## src/rtl/cpu_pkg.sv

```systemverilog
// Shared CPU definitions: datapath widths, the special BUBBLE/HALT encodings
// and the fetch-stage state type.
package cpu_pkg;

    localparam int PC_W    = 10;
    localparam int INSTR_W = 9;
    localparam int PTR_W   = 4;
    localparam int CNT_W   = 16;

    localparam logic [INSTR_W-1:0] BUBBLE = 9'b000000000;
    localparam logic [INSTR_W-1:0] HALT   = 9'b111111111;

    typedef enum logic [1:0] {
        IDLE = 2'd0,
        RUN  = 2'd1,
        DONE = 2'd2
    } fetch_state_t;

endpackage

```

## src/rtl/fetch_unit_jump_lut.sv

```systemverilog
// Jump-target register file: asynchronous read, synchronous write, cleared on reset.
module jump_lut #(
    parameter int PTR_W = 4,
    parameter int PC_W  = 10
) (
    input  logic             clk,
    input  logic             rst_n,
    input  logic             wr_en,
    input  logic [PTR_W-1:0] wr_addr,
    input  logic [PC_W-1:0]  wr_data,
    input  logic [PTR_W-1:0] rd_addr,
    output logic [PC_W-1:0]  rd_data
);

    localparam int DEPTH = 2 ** PTR_W;

    logic [PC_W-1:0]  mem [DEPTH];
    logic [DEPTH-1:0] wr_sel;

    genvar gi;
    generate
        for (gi = 0; gi < DEPTH; gi++) begin : g_wr_sel
            assign wr_sel[gi] = wr_en && (wr_addr == PTR_W'(gi));
        end
    endgenerate

    always_ff @(posedge clk or negedge rst_n) begin
        if (!rst_n) begin
            for (int i = 0; i < DEPTH; i++) begin
                mem[i] <= '0;
            end
        end else begin
            for (int i = 0; i < DEPTH; i++) begin
                if (wr_sel[i]) begin
                    mem[i] <= wr_data;
                end
            end
        end
    end

    assign rd_data = mem[rd_addr];

endmodule

```

## src/rtl/fetch_unit.sv

```systemverilog
// Instruction-fetch stage: PC sequencing, jump-LUT redirection and the
// IDLE -> RUN -> DONE run controller with a saturating cycle counter.
module fetch_unit
    import cpu_pkg::*;
#(
    parameter int PC_W     = cpu_pkg::PC_W,
    parameter int INSTR_W  = cpu_pkg::INSTR_W,
    parameter int PTR_W    = cpu_pkg::PTR_W,
    parameter int START_PC = 0,
    parameter int CNT_W    = cpu_pkg::CNT_W
) (
    input  logic               clk,
    input  logic               rst_n,
    input  logic               start,
    output logic [PC_W-1:0]    rom_addr,
    input  logic [INSTR_W-1:0] rom_data,
    output logic [INSTR_W-1:0] instr,
    input  logic               pc_jmp_en,
    input  logic [PTR_W-1:0]   lut_ptr,
    input  logic               lut_wr_en,
    input  logic [PTR_W-1:0]   lut_wr_addr,
    input  logic [PC_W-1:0]    lut_wr_data,
    output logic               done,
    output logic               pc_overflow,
    output logic [CNT_W-1:0]   cycle_count
);

    localparam logic [PC_W-1:0] START_PC_V = PC_W'(START_PC);

    fetch_state_t     state_reg;
    logic [PC_W-1:0]  pc_reg;
    logic             done_reg;
    logic             ovf_reg;
    logic [CNT_W-1:0] cnt_reg;

    logic [PC_W-1:0]  jump_target;
    logic             running;
    logic             is_halt;

    assign running = (state_reg == RUN);
    assign instr   = running ? rom_data : INSTR_W'(BUBBLE);
    assign is_halt = running && (rom_data == INSTR_W'(HALT));

    // The table is frozen while a program runs so a jump target cannot change under it.
    jump_lut #(
        .PTR_W (PTR_W),
        .PC_W  (PC_W)
    ) u_jump_lut (
        .clk     (clk),
        .rst_n   (rst_n),
        .wr_en   (lut_wr_en && !running),
        .wr_addr (lut_wr_addr),
        .wr_data (lut_wr_data),
        .rd_addr (lut_ptr),
        .rd_data (jump_target)
    );

    always_ff @(posedge clk or negedge rst_n) begin
        if (!rst_n) begin
            state_reg <= IDLE;
            pc_reg    <= START_PC_V;
            done_reg  <= 1'b0;
            ovf_reg   <= 1'b0;
            cnt_reg   <= '0;
        end else begin
            case (state_reg)
                IDLE, DONE: begin
                    if (start) begin
                        state_reg <= RUN;
                        pc_reg    <= START_PC_V;
                        done_reg  <= 1'b0;
                        ovf_reg   <= 1'b0;
                        cnt_reg   <= '0;
                    end
                end
                RUN: begin
                    if (cnt_reg != '1) begin
                        cnt_reg <= cnt_reg + 1'b1;
                    end
                    // HALT wins over any jump request; the PC stays parked on the HALT word.
                    if (is_halt) begin
                        state_reg <= DONE;
                        done_reg  <= 1'b1;
                    end else if (pc_jmp_en) begin
                        pc_reg <= jump_target;
                    end else if (pc_reg == '1) begin
                        state_reg <= DONE;
                        done_reg  <= 1'b1;
                        ovf_reg   <= 1'b1;
                    end else begin
                        pc_reg <= pc_reg + 1'b1;
                    end
                end
                default: begin
                    state_reg <= IDLE;
                end
            endcase
        end
    end

    assign rom_addr    = pc_reg;
    assign done        = done_reg;
    assign pc_overflow = ovf_reg;
    assign cycle_count = cnt_reg;

endmodule
```

## config.mk

```make
export PLATFORM = sky130hd
export DESIGN_NAME = fetch_unit
export DESIGN_NICKNAME = d
export VERILOG_FILES = /design/src/rtl/cpu_pkg.sv /design/src/rtl/fetch_unit_jump_lut.sv /design/src/rtl/fetch_unit.sv
export SDC_FILE = /design/constraint.sdc
export NUM_CORES = 1
export LEC_CHECK = 0
export ABC_AREA = 1
export CORE_AREA = 5 5 184 186
export DETAILED_ROUTE_END_ITERATION = 7
export DIE_AREA = 0 0 189 191
export PLACE_DENSITY = 0.56
export SYNTH_ARGS = -nofsm -noshare
export SYNTH_HDL_FRONTEND = slang
export SYNTH_SLANG_ARGS = --single-unit
```

## constraint.sdc

```tcl
create_clock -name clk -period 1.5 [get_ports clk]
set_input_delay 0.15 -clock clk [delete_from_list [all_inputs] [get_ports clk]]
set_output_delay 0.15 -clock clk [all_outputs]
set_load 0.005 [all_outputs]
```

==> qor.tcl <==
set qor(critical_path.max_stage_delay_ns) 0.43
set qor(yosys_warnings) 0
set qor(place_congestion) 0.792
set qor(rows) 66
set qor(synthCells) 1263
set qor(clock_tree.root_cell) {sky130_fd_sc_hd__clkbuf_16}
set qor(kind_of_critical_path) {flop to flop}
set qor(synth_nets) 1297
set qor(die_height_um) 191
set qor(ys_seq_elements) 190
set qor(first_pass_grt_wire_length_um) 47500
set qor(rr_endpoint) {u_jump_lut.mem[152]$_DFFE_PN0P_}
set qor(critical_path.top_delay_family) {buffers and inverters}
set qor(worst_path_max_delay_cell) {sky130_fd_sc_hd__dfrtp_2}
set qor(max_flop_register) {u_jump_lut.mem}
set qor(synth.cell_area_um2) 9500
set qor(fp.dieW_um) 189
set qor(initial_utilization_pct) 29.6
set qor(crit_chain) {nand2_4 > buf_6 > inv_6 > nor2_4 > buf_12 > buf_12 > nand2_4 > buf_12 > nand2_1 > o21ai_0}
set qor(wl_per_cell_um) 17.2
set qor(critical_path.endpoint) {u_jump_lut.mem[152]$_DFFE_PN0P_}
set qor(cts_num_sinks) 190
set qor(power.net_switching_mw) 7.49
set qor(antenna_diode_count) 0
set qor(finalNonFillerCells) 1841
set qor(clock_tree.buffer_depth) 2
set qor(setup_viol_count_final) 179
set qor(placeableCoreArea_um2) 32100
set qor(setup-tns-final_ns) -9.97
set qor(final_layout_size_suffix_gt1_share_pct) 23.7
set qor(number_of_global_route_vias_before_repair) 8665
set qor(clock_skews_ns) 0.0175
set qor(largest_net_degree_at_the_start_of_global_routing) 54
set qor(outcome) {finished with violations}
set qor(worstPathRequired_ns) 1.78
set qor(share_comb_of_total_power_pct) 36.8
set qor(wirelength_um) 31600
set qor(layout_worst_path_cycle_share_pct) 109
set qor(timing_hold_violations_final) 0
set qor(synth_sequential_area_ratio_pct) 50.1
set qor(die_area_um2) 36100
set qor(worstSetupPathDepth) 10
set qor(antenna_found_initial) 0
set qor(rsz0062_at_grt) {yes}
set qor(clk-insertion-delay-late_ns) 0.44
set qor(max_cap_viol_count) 0
set qor(final_critical_path_setup_slack_ns) -0.128
set qor(worst_slew_margin_pct) 51.9
set qor(place_inst) 1759
set qor(post_layout_min_period_ns) 1.63
set qor(cts-htree-levels) 4
set qor(final_common_cell) {sky130_fd_sc_hd__nand2_1}
set qor(setup.worst_path.start) {state_reg[0]$_DFFE_PN0P_}
set qor(syn_area_per_cell_um2) 7.52
set qor(worst_slew_pin_slew_ns) 0.721
set qor(layout_common_cells) {302 x sky130_fd_sc_hd__nand2_1, 181 x sky130_fd_sc_hd__dfrtp_1, 136 x sky130_fd_sc_hd__o21ai_0, 132 x sky130_fd_sc_hd__nor2_1, 105 x sky130_fd_sc_hd__nand3_1}
set qor(clkPwrFrac_pct) 21.2
set qor(power_density_nw_per_um2) 1560
set qor(worstPathMaxFanout) 10
set qor(p_int_mw) 13.2
set qor(cts-buffers-inserted) 17
set qor(power.switching_fraction_pct) 36.2
set qor(port-buffer-count) 68
set qor(final_design_area_no_fill_um2) 13300
set qor(failed_checks) {negative setup slack}
set qor(largest_reg_flops) 160
set qor(worstPathArrival_ns) 1.91
set qor(crit_path_frequent_cell) {sky130_fd_sc_hd__buf_12}
set qor(tritoncts_clock_tree) {done}
set qor(maxClockFrequency_mhz) 614
set qor(dr.pass1.iters) 5
set qor(routed-via-count) 8957
set qor(kind_of_capture_point_of_the_worst_setup_path) {flop}
set qor(share_seq_of_total_power_pct) 42.0
set qor(ys_types) 34
set qor(drc) 0
set qor(hold_path_class) {input pin to async pin}
set qor(detailedRoute.firstIterationViolations) 663
set qor(detail_route.vias_per_cell) 4.87
set qor(cellLeakagePower_nw) 6.44
set qor(post-dp-hpwl_um) 19300
set qor(flow.area_growth_from_synthesis_pct) 39.8
set qor(regToRegSetupSlack_ns) -0.13
set qor(global_route.usage.total_pct) 16.5
set qor(count_of_buffering_cells_on_the_critical_path_with_inverters_included) 5
set qor(ir_drop_uv) 846
set qor(count_of_cells_along_the_worst_register_to_register_path) 10
set qor(postPlaceCellArea_um2) 11500
set qor(io-pin-count) 69
set qor(crit-reg2reg-launch) {state_reg[0]$_DFFE_PN0P_}
set qor(final_report_max_slew_violation_count) 0
set qor(start_kind) {flop}
set qor(final_nets) 1454
set qor(globalRoute.totalOverflow) 0
set qor(totalPowerFinal_mw) 20.7
set qor(clk_pin_slew_worst_paths_ns) 0.08
set qor(drt.antenna.violating_nets) 0
how the worst min path moves through the flow:
stage / startpoint / to / slack, ns / cells after the start
final: rst_n / u_jump_lut.mem[124]$_DFFE_PN0P_ / 0.20 / 2
after global routing: rst_n / u_jump_lut.mem[124]$_DFFE_PN0P_ / 0.24 / 2
after CTS: rst_n / u_jump_lut.mem[124]$_DFFE_PN0P_ / 0.21 / 2
after detailed placement: rst_n / u_jump_lut.mem[124]$_DFFE_PN0P_ / 0.09 / 1
after global placement: rst_n / u_jump_lut.mem[104]$_DFFE_PN0P_ / 0.09 / 1
after floorplan: rst_n / cycle_count[0]$_DFFE_PN0P_ / -0.15 / 0
power by group through the flow:
stage | Clock (mW) | Combinational [mW] | Sequential [mW]
after global placement | 0 | 6.02 | 8.53
final | 4.38 | 7.62 | 8.69
after CTS | 4.45 | 6.71 | 8.48
after floorplan | 0 | 3.67 | 8.37
after global routing | 4.65 | 8.58 | 8.93
after detailed placement | 0 | 6.16 | 8.55
logic make-up (layout without fill, tap and decap cells):
logic type,count (synthesis),after routing,synth area share [%]
xor+xnor,8,8,0.738
simple gates,649,650,28.1
fa+ha+maj,2,2,0.263
flops,190,190,50.1
buf+inv,179,348,7.90
compound gates,235,235,12.9
area by class of cell:
cell class | instances | area [µm²]
fill | 3225 | 18800
sequential | 190 | 4770
timing repair buffer | 215 | 2450
clock buffer | 21 | 480
clock inverter | 11 | 81.3
multi-input combinational | 895 | 4590
tap | 408 | 510
inverter | 100 | 393
timing repair inverter | 1 | 11.3
worst register-to-register path, stage by stage, from the launching register on:
cell and delay [ns]:
sky130_fd_sc_hd__dfrtp_2 0.43, sky130_fd_sc_hd__nand2_4 0.10, sky130_fd_sc_hd__buf_6 0.12, sky130_fd_sc_hd__inv_6 0.03
sky130_fd_sc_hd__nor2_4 0.09, sky130_fd_sc_hd__buf_12 0.13, sky130_fd_sc_hd__buf_12 0.16, sky130_fd_sc_hd__nand2_4 0.11
sky130_fd_sc_hd__buf_12 0.16, sky130_fd_sc_hd__nand2_1 0.07, sky130_fd_sc_hd__o21ai_0 0.08
metal layers:
| layer | global-route usage (%) | share of wire [%] | wire, µm | vias up |
|---|---|---|---|---|
| li1 | - | - | - | 4358 |
| met1 | 22.0 | 45 | 14300 | 4319 |
| met2 | 27.9 | 48 | 15300 | 237 |
| met3 | 2.81 | 4.2 | 1330 | 43 |
| met4 | 4.20 | 2.0 | 630 | 0 |
| met5 | 0 | 0 | 0 | - |
synthesized netlist by cell type:
master | count | area share [%]
sky130_fd_sc_hd__ha_1 | 2 | 0.26
sky130_fd_sc_hd__o21ai_2 | 6 | 0.55
sky130_fd_sc_hd__o21ai_0 | 210 | 11
sky130_fd_sc_hd__nor3_1 | 2 | 0.11
sky130_fd_sc_hd__a21oi_1 | 5 | 0.26
sky130_fd_sc_hd__nand3_2 | 3 | 0.32
sky130_fd_sc_hd__xnor2_1 | 2 | 0.18
sky130_fd_sc_hd__buf_4 | 4 | 0.32
sky130_fd_sc_hd__nand2_1 | 373 | 15
sky130_fd_sc_hd__nor3_2 | 1 | 0.11
sky130_fd_sc_hd__clkbuf_2 | 10 | 0.53
sky130_fd_sc_hd__nand3_4 | 1 | 0.18
sky130_fd_sc_hd__nand3_1 | 111 | 5.8
sky130_fd_sc_hd__nand3b_1 | 1 | 0.079
sky130_fd_sc_hd__inv_6 | 1 | 0.092
sky130_fd_sc_hd__buf_2 | 28 | 1.5
sky130_fd_sc_hd__nand4_1 | 6 | 0.40
sky130_fd_sc_hd__buf_1 | 1 | 0.039
sky130_fd_sc_hd__inv_2 | 2 | 0.079
sky130_fd_sc_hd__or2_2 | 1 | 0.066
sky130_fd_sc_hd__o21ai_1 | 2 | 0.11
sky130_fd_sc_hd__nor2_1 | 145 | 5.7
sky130_fd_sc_hd__clkinv_1 | 1 | 0.039
sky130_fd_sc_hd__nand2_2 | 2 | 0.13
sky130_fd_sc_hd__o21a_1 | 2 | 0.16
sky130_fd_sc_hd__buf_8 | 1 | 0.16
sky130_fd_sc_hd__nor2_4 | 1 | 0.12
sky130_fd_sc_hd__o211ai_1 | 10 | 0.79
sky130_fd_sc_hd__xor2_1 | 6 | 0.55
sky130_fd_sc_hd__nand2_4 | 1 | 0.12
sky130_fd_sc_hd__nor3_4 | 1 | 0.17
sky130_fd_sc_hd__dfrtp_1 | 190 | 50
sky130_fd_sc_hd__clkbuf_1 | 35 | 1.4
sky130_fd_sc_hd__inv_1 | 96 | 3.8
through the flow:
| stage | setup WS [ns] | utilization (%) | hold slack, ns |
|---|---|---|---|
| after CTS | -0.0842 | 38.8 | 0.207 |
| after detailed placement | -0.289 | 35.7 | 0.0883 |
| after global routing | -0.195 | 41.3 | 0.244 |
| after floorplan | -0.0619 | - | -0.146 |
| final | -0.128 | 41.3 | 0.195 |
| after global placement | -0.276 | 35.7 | 0.0929 |
timing repair:
item,in CTS,in global routing
pin swaps,13,16
endpoints found under the hold margin,83,0
gates resized for setup,115,207
cloned,6,12
buffers inserted,30,3
setup endpoints to repair,117,203
hold buffers,1,0
Power figures use the tool's default switching activity.
==> RTL edit 1 (config.mk and constraints unchanged) <==
Make the reset (`rst_n`) synchronous in 2 clocked blocks. Comments in the files are not updated.
--- a/src/rtl/fetch_unit_jump_lut.sv
+++ b/src/rtl/fetch_unit_jump_lut.sv
@@ -24,7 +24,7 @@
         end
     endgenerate
 
-    always_ff @(posedge clk or negedge rst_n) begin
+    always_ff @(posedge clk) begin
         if (!rst_n) begin
             for (int i = 0; i < DEPTH; i++) begin
                 mem[i] <= '0;
--- a/src/rtl/fetch_unit.sv
+++ b/src/rtl/fetch_unit.sv
@@ -55,7 +55,7 @@
         .rd_data (jump_target)
     );
 
-    always_ff @(posedge clk or negedge rst_n) begin
+    always_ff @(posedge clk) begin
         if (!rst_n) begin
             state_reg <= IDLE;
             pc_reg    <= START_PC_V;
Check against the original RTL: differs if rst_n is asserted again (counterexample within 4 cycles, from zero or initial values and one cycle with rst_n low); with rst_n held inactive, the same outputs for 4 cycles.
==> RTL edit 1 against the original RTL <==
  * The flow still finishes with violations (setup timing)
  * Area after synthesis down 0.75%
  * Cell count down 7.1%
  * Cell area down 4.5%
  * Sequential cell count unchanged
  * Wire length down 16%
  * Worst setup slack better by 15 ps
  * Clock skew down 10 ps
  * Largest cell class unchanged
Power is not compared: it rests on default switching activity, and its combinational part moved more than twofold at a synthesized area within 25%.
==> RTL edit 1: results (changes against the original RTL) <==
ys_async_sr_fraction_pct: 0  # was 100%
cts.clk_slew.worst_paths_ps: 70
drt_wl_total_mm: 26.7  # was 31.6 mm
min_path_type: "in2reg"  # was in2async
synthTopCellsByArea: "edfxtp_1, nand2_1, nor2_1, nand3_1, dfxtp_1"  # was dfrtp_1, nand2_1, o21ai_0, nand3_1, nor2_1
grt_pass1_vias: 7560  # was 8665
dp.cells: 1659  # was 1759
drt-wirelength-per-cell_um: 15.6  # was 17.2 um
first_iter_violations: 571  # was 663
fin_nets: 1323  # was 1454
syn-num-nets: 1149  # was 1297
dpl.hpwl_mm: 18.0  # was 19.3 mm
finalSetupViolations: 109  # was 179
synthTopCellsByCount: "nand2_1, nor2_1, edfxtp_1"  # was nand2_1, o21ai_0, dfrtp_1
ctsRootBufferMaster: "clkbuf_16"  # unchanged
grt_max_degree: 63  # was 54
gp_congestion: 0.816  # was 0.792
track_usage_pct: 14.8  # was 16.5%
skew_ps: 7.00  # was 17.5 ps
status: "finished, violations left"  # unchanged
cp_max_fo: 5  # was 10
drive_gt1_share_pct: 20.7  # was 23.7%
numCtsBuffers: 17  # unchanged
placedInstanceArea_um2: 11700  # was 11500 um^2
yosysSeqAreaShare_pct: 57.3  # was 50.1%
first_pass_iters: 5  # unchanged
violations: "setup timing"  # unchanged
r2r-start: "state_reg[0]"  # unchanged
grt_pass1_wl_mm: 41.7  # was 47.5 mm
synth-edff-count: 160  # was 0
num-fill-cells: 3179  # was 3225
r2r_cells: 11  # was 10
regMostFlops: "u_jump_lut.mem"  # unchanged
avgSynthCellArea_um2: 8.46  # was 7.52 um^2
slew-limit-headroom_pct: 78.8  # was 51.9%
postLayoutSetupSlackWorst_ps: -113  # was -128 ps
-- RTL edit 1: cell count changes after synthesis, moves of 34 or more --
cell,delta
dfrtp_1,-190
nor2_1,+34
inv_1,+34
edfxtp_1,+160
o21ai_0,-190
nand2_1,-54
-- RTL edit 1: worst max path at each step --
| stage | slack, ps | end | from | depth (start not counted) |
|---|---|---|---|---|
| 2_1_floorplan | -180 | u_jump_lut.mem[8][0] | state_reg[0] | 10 |
| 3_3_place_gp | -390 | u_jump_lut.mem[12][6] | lut_wr_en | 7 |
| 3_5_place_dp | -340 | u_jump_lut.mem[12][6] | lut_wr_en | 7 |
| 4_1_cts | -100 | u_jump_lut.mem[12][7] | state_reg[0] | 10 |
| 5_1_grt | -180 | u_jump_lut.mem[8][7] | state_reg[0] | 11 |
| 6_report | -110 | u_jump_lut.mem[4][5] | state_reg[0] | 11 |
-- RTL edit 1: routing by layer --
metal | vias up | wire [um] | track usage [%]
met5 | - | 0 | 0
met4 | 0 | 309 | 3.53
met3 | 23 | 1660 | 3.25
met2 | 224 | 12800 | 24.8
met1 | 3738 | 11900 | 19.7
li1 | 3949 | - | -
-- RTL edit 1: cell families after synthesis --
kind of cell,count (synthesis),share of synthesized area [%]
adders and majority gates,2,0.265
and+or+nand+nor,663,29.3
DFF,190,57.3
AOI/OAI and AO/OA,65,4.01
buffers and inverters,188,8.47
xor gates and xnor gates,7,0.650
-- RTL edit 1: metrics by stage --
stage	hold WS [ps]	TNS, ps	setup slack [ps]	utilization [%]
final	415	-5050	-113	39.5
after global routing	420	-17350	-179	39.5
after CTS	399	-3460	-102	38.9
after detailed placement	468	-56470	-337	36.4
after global placement	463	-59390	-390	36.4
after floorplan	370	-16470	-179	-
-- RTL edit 1: where the power goes --
group | total [mW] | switching (mW) | internal [mW]
clock network | 4.18 | 1.93 | 2.25
registers | 6.06 | 0.0837 | 5.98
logic | 1.73 | 0.997 | 0.736
-- RTL edit 1: area by class of cell --
type / instances / area share [%]
Inverter: 137 / 4.10
Antenna cell: 1 / 0.0197
Timing Repair Buffer: 205 / 17.6
Clock inverter: 14 / 0.799
Sequential cell: 190 / 43.0
Tap cell: 408 / 4.03
Multi-Input combinational cell: 738 / 27.1
Clock buffer: 18 / 3.39
-- RTL edit 1: timing repair --
action                                  4_1_cts  5_1_grt
gates cloned                                  4        2
buffers inserted                             10        5
endpoints found under the setup margin      302      214
gates resized for setup                     106       45
pin swaps                                     4        7
-- RTL edit 1: worst max-delay path: stages, from the launching register on --
cell and delay (ps):
dfxtp_2 320, inv_2 70, nor2_4 40, inv_4 60, nand2_4 90, nor3_4 170, inv_2 70, buf_6 130
nor2_4 80, inv_2 60, nand2_4 90, clkbuf_16 150
==> RTL edit 2 (same settings) <==
Without the edit above. Change the package constant `CNT_W` from 16 to 14.
--- a/src/rtl/cpu_pkg.sv
+++ b/src/rtl/cpu_pkg.sv
@@ -5,7 +5,7 @@
     localparam int PC_W    = 10;
     localparam int INSTR_W = 9;
     localparam int PTR_W   = 4;
-    localparam int CNT_W   = 16;
+    localparam int CNT_W   = 14;
 
     localparam logic [INSTR_W-1:0] BUBBLE = 9'b000000000;
     localparam logic [INSTR_W-1:0] HALT   = 9'b111111111;
Interface: changed (resized cycle_count); port bits go from 69 to 67. No check against the original RTL was run, so the function may have changed too.
==> RTL edit 2 against the original RTL <==
  * Cell area shrank 7.5%
  * Sequential cell count shrank 2
  * Critical endpoint is now rom_addr[5]
  * Wire length shrank 11%
  * The run still ends with setup timing left
  * Total power shrank 5.5%
  * Area after synthesis shrank 1.5%
  * Worst setup slack gained 35 ps
  * Maximum frequency grew 2.2%
  * Non-clock buffer count shrank 31
==> RTL edit 2: results (changes against the original RTL) <==
num-nonclk-inverters: 97  # was 101
violations: "setup timing"  # unchanged
synthTopCellsByArea: "dfrtp_1, nand2_1, o21ai_0, nand3_1, nor2_1"  # unchanged
use_met2_pct: 25.7  # was 27.9%
multi_input_area_share_pct: 33.6  # was 34.6%
seq_cell_count: 188  # was 190
grt_pass1_vias: 8074  # was 8665
setup_tns_ps: -859  # was -9970 ps
clkbuf_count: 19  # was 21
syn-num-nets: 1280  # was 1297
finalSetupViolations: 20  # was 179
placedInstanceArea_um2: 11200  # was 11500 um^2
irDropWorstVdd_v: 0.000965  # was 0.000846 V
synthCells: 1246  # was 1263
yosys.cell_types.count: 29  # was 34
sh_seq_area_pct: 38.3  # was 35.9%
status: "finished, violations left"  # unchanged
grt_max_degree: 51  # was 54
place_ws_ps: -281  # was -289 ps
fin_hold_ws_ps: 251  # was 195 ps
synthAdderAreaFrac_pct: 0.268  # was 0.263%
skew_ps: 12.8  # was 17.5 ps
postLayoutSetupSlackWorst_ps: -93.0  # was -128 ps
post_drt_via_cell_ratio: 4.76  # was 4.87
synthTopCellsByCount: "nand2_1, o21ai_0, dfrtp_1"  # unchanged
n_all_buffers: 184  # was 215
track_usage_pct: 15.4  # was 16.5%
cp_max_fo: 4  # was 10
RTL edit 2: cell count changes after synthesis, sizes merged, moves of 2 or more:
cell    delta
o21ai      -6
nand3      -6
clkbuf     -5
xnor2      -2
nand2     +11
o211ai     -4
buf        +6
dfrtp      -2
nor2       -8
inv        -3
RTL edit 2: worst max-delay path, cell delays in order, from the launching register on:
cell and delay [ps]:
dfrtp_1 400, buf_4 130, buf_6 110, nand3_4 70
nor2_2 130, buf_4 140, o21ai_0 80, a21oi_1 240
nor2_4 70, nand2_1 60, nand2_1 40
RTL edit 2: timing repair:
item,in CTS,in global routing
pin swaps,7,18
gates resized for setup,82,54
hold buffers,1,0
cloned,3,0
hold endpoints to repair,43,0
endpoints found under the setup margin,210,105
buffers inserted,18,9
RTL edit 2: how the worst max path moves through the flow:
| stage | startpoint | to | slack [ps] | cells after the start |
|---|---|---|---|---|
| 3_3_place_gp | lut_ptr[1] | rom_addr[6] | -290 | 10 |
| 2_1_floorplan | cycle_count[0] | cycle_count[11] | -5 | 11 |
| 4_1_cts | cycle_count[0] | cycle_count[1] | -50 | 12 |
| 5_1_grt | rom_addr[1] | rom_addr[5] | -200 | 10 |
| 6_report | rom_addr[1] | rom_addr[5] | -90 | 10 |
| 3_5_place_dp | lut_ptr[1] | rom_addr[6] | -280 | 10 |
RTL edit 2: per-layer routing:
| layer | wire length (um) | vias up |
|---|---|---|
| met2 | 13100 | 208 |
| met4 | 250 | 0 |
| met3 | 1430 | 15 |
| li1 | - | 4225 |
| met5 | 0 | - |
| met1 | 13300 | 4085 |
RTL edit 2: power by group:
part / internal [mW] / switching (mW)
sequential: 7.19 / 1.17
combinational: 2.88 / 3.53
clock: 2.59 / 2.19
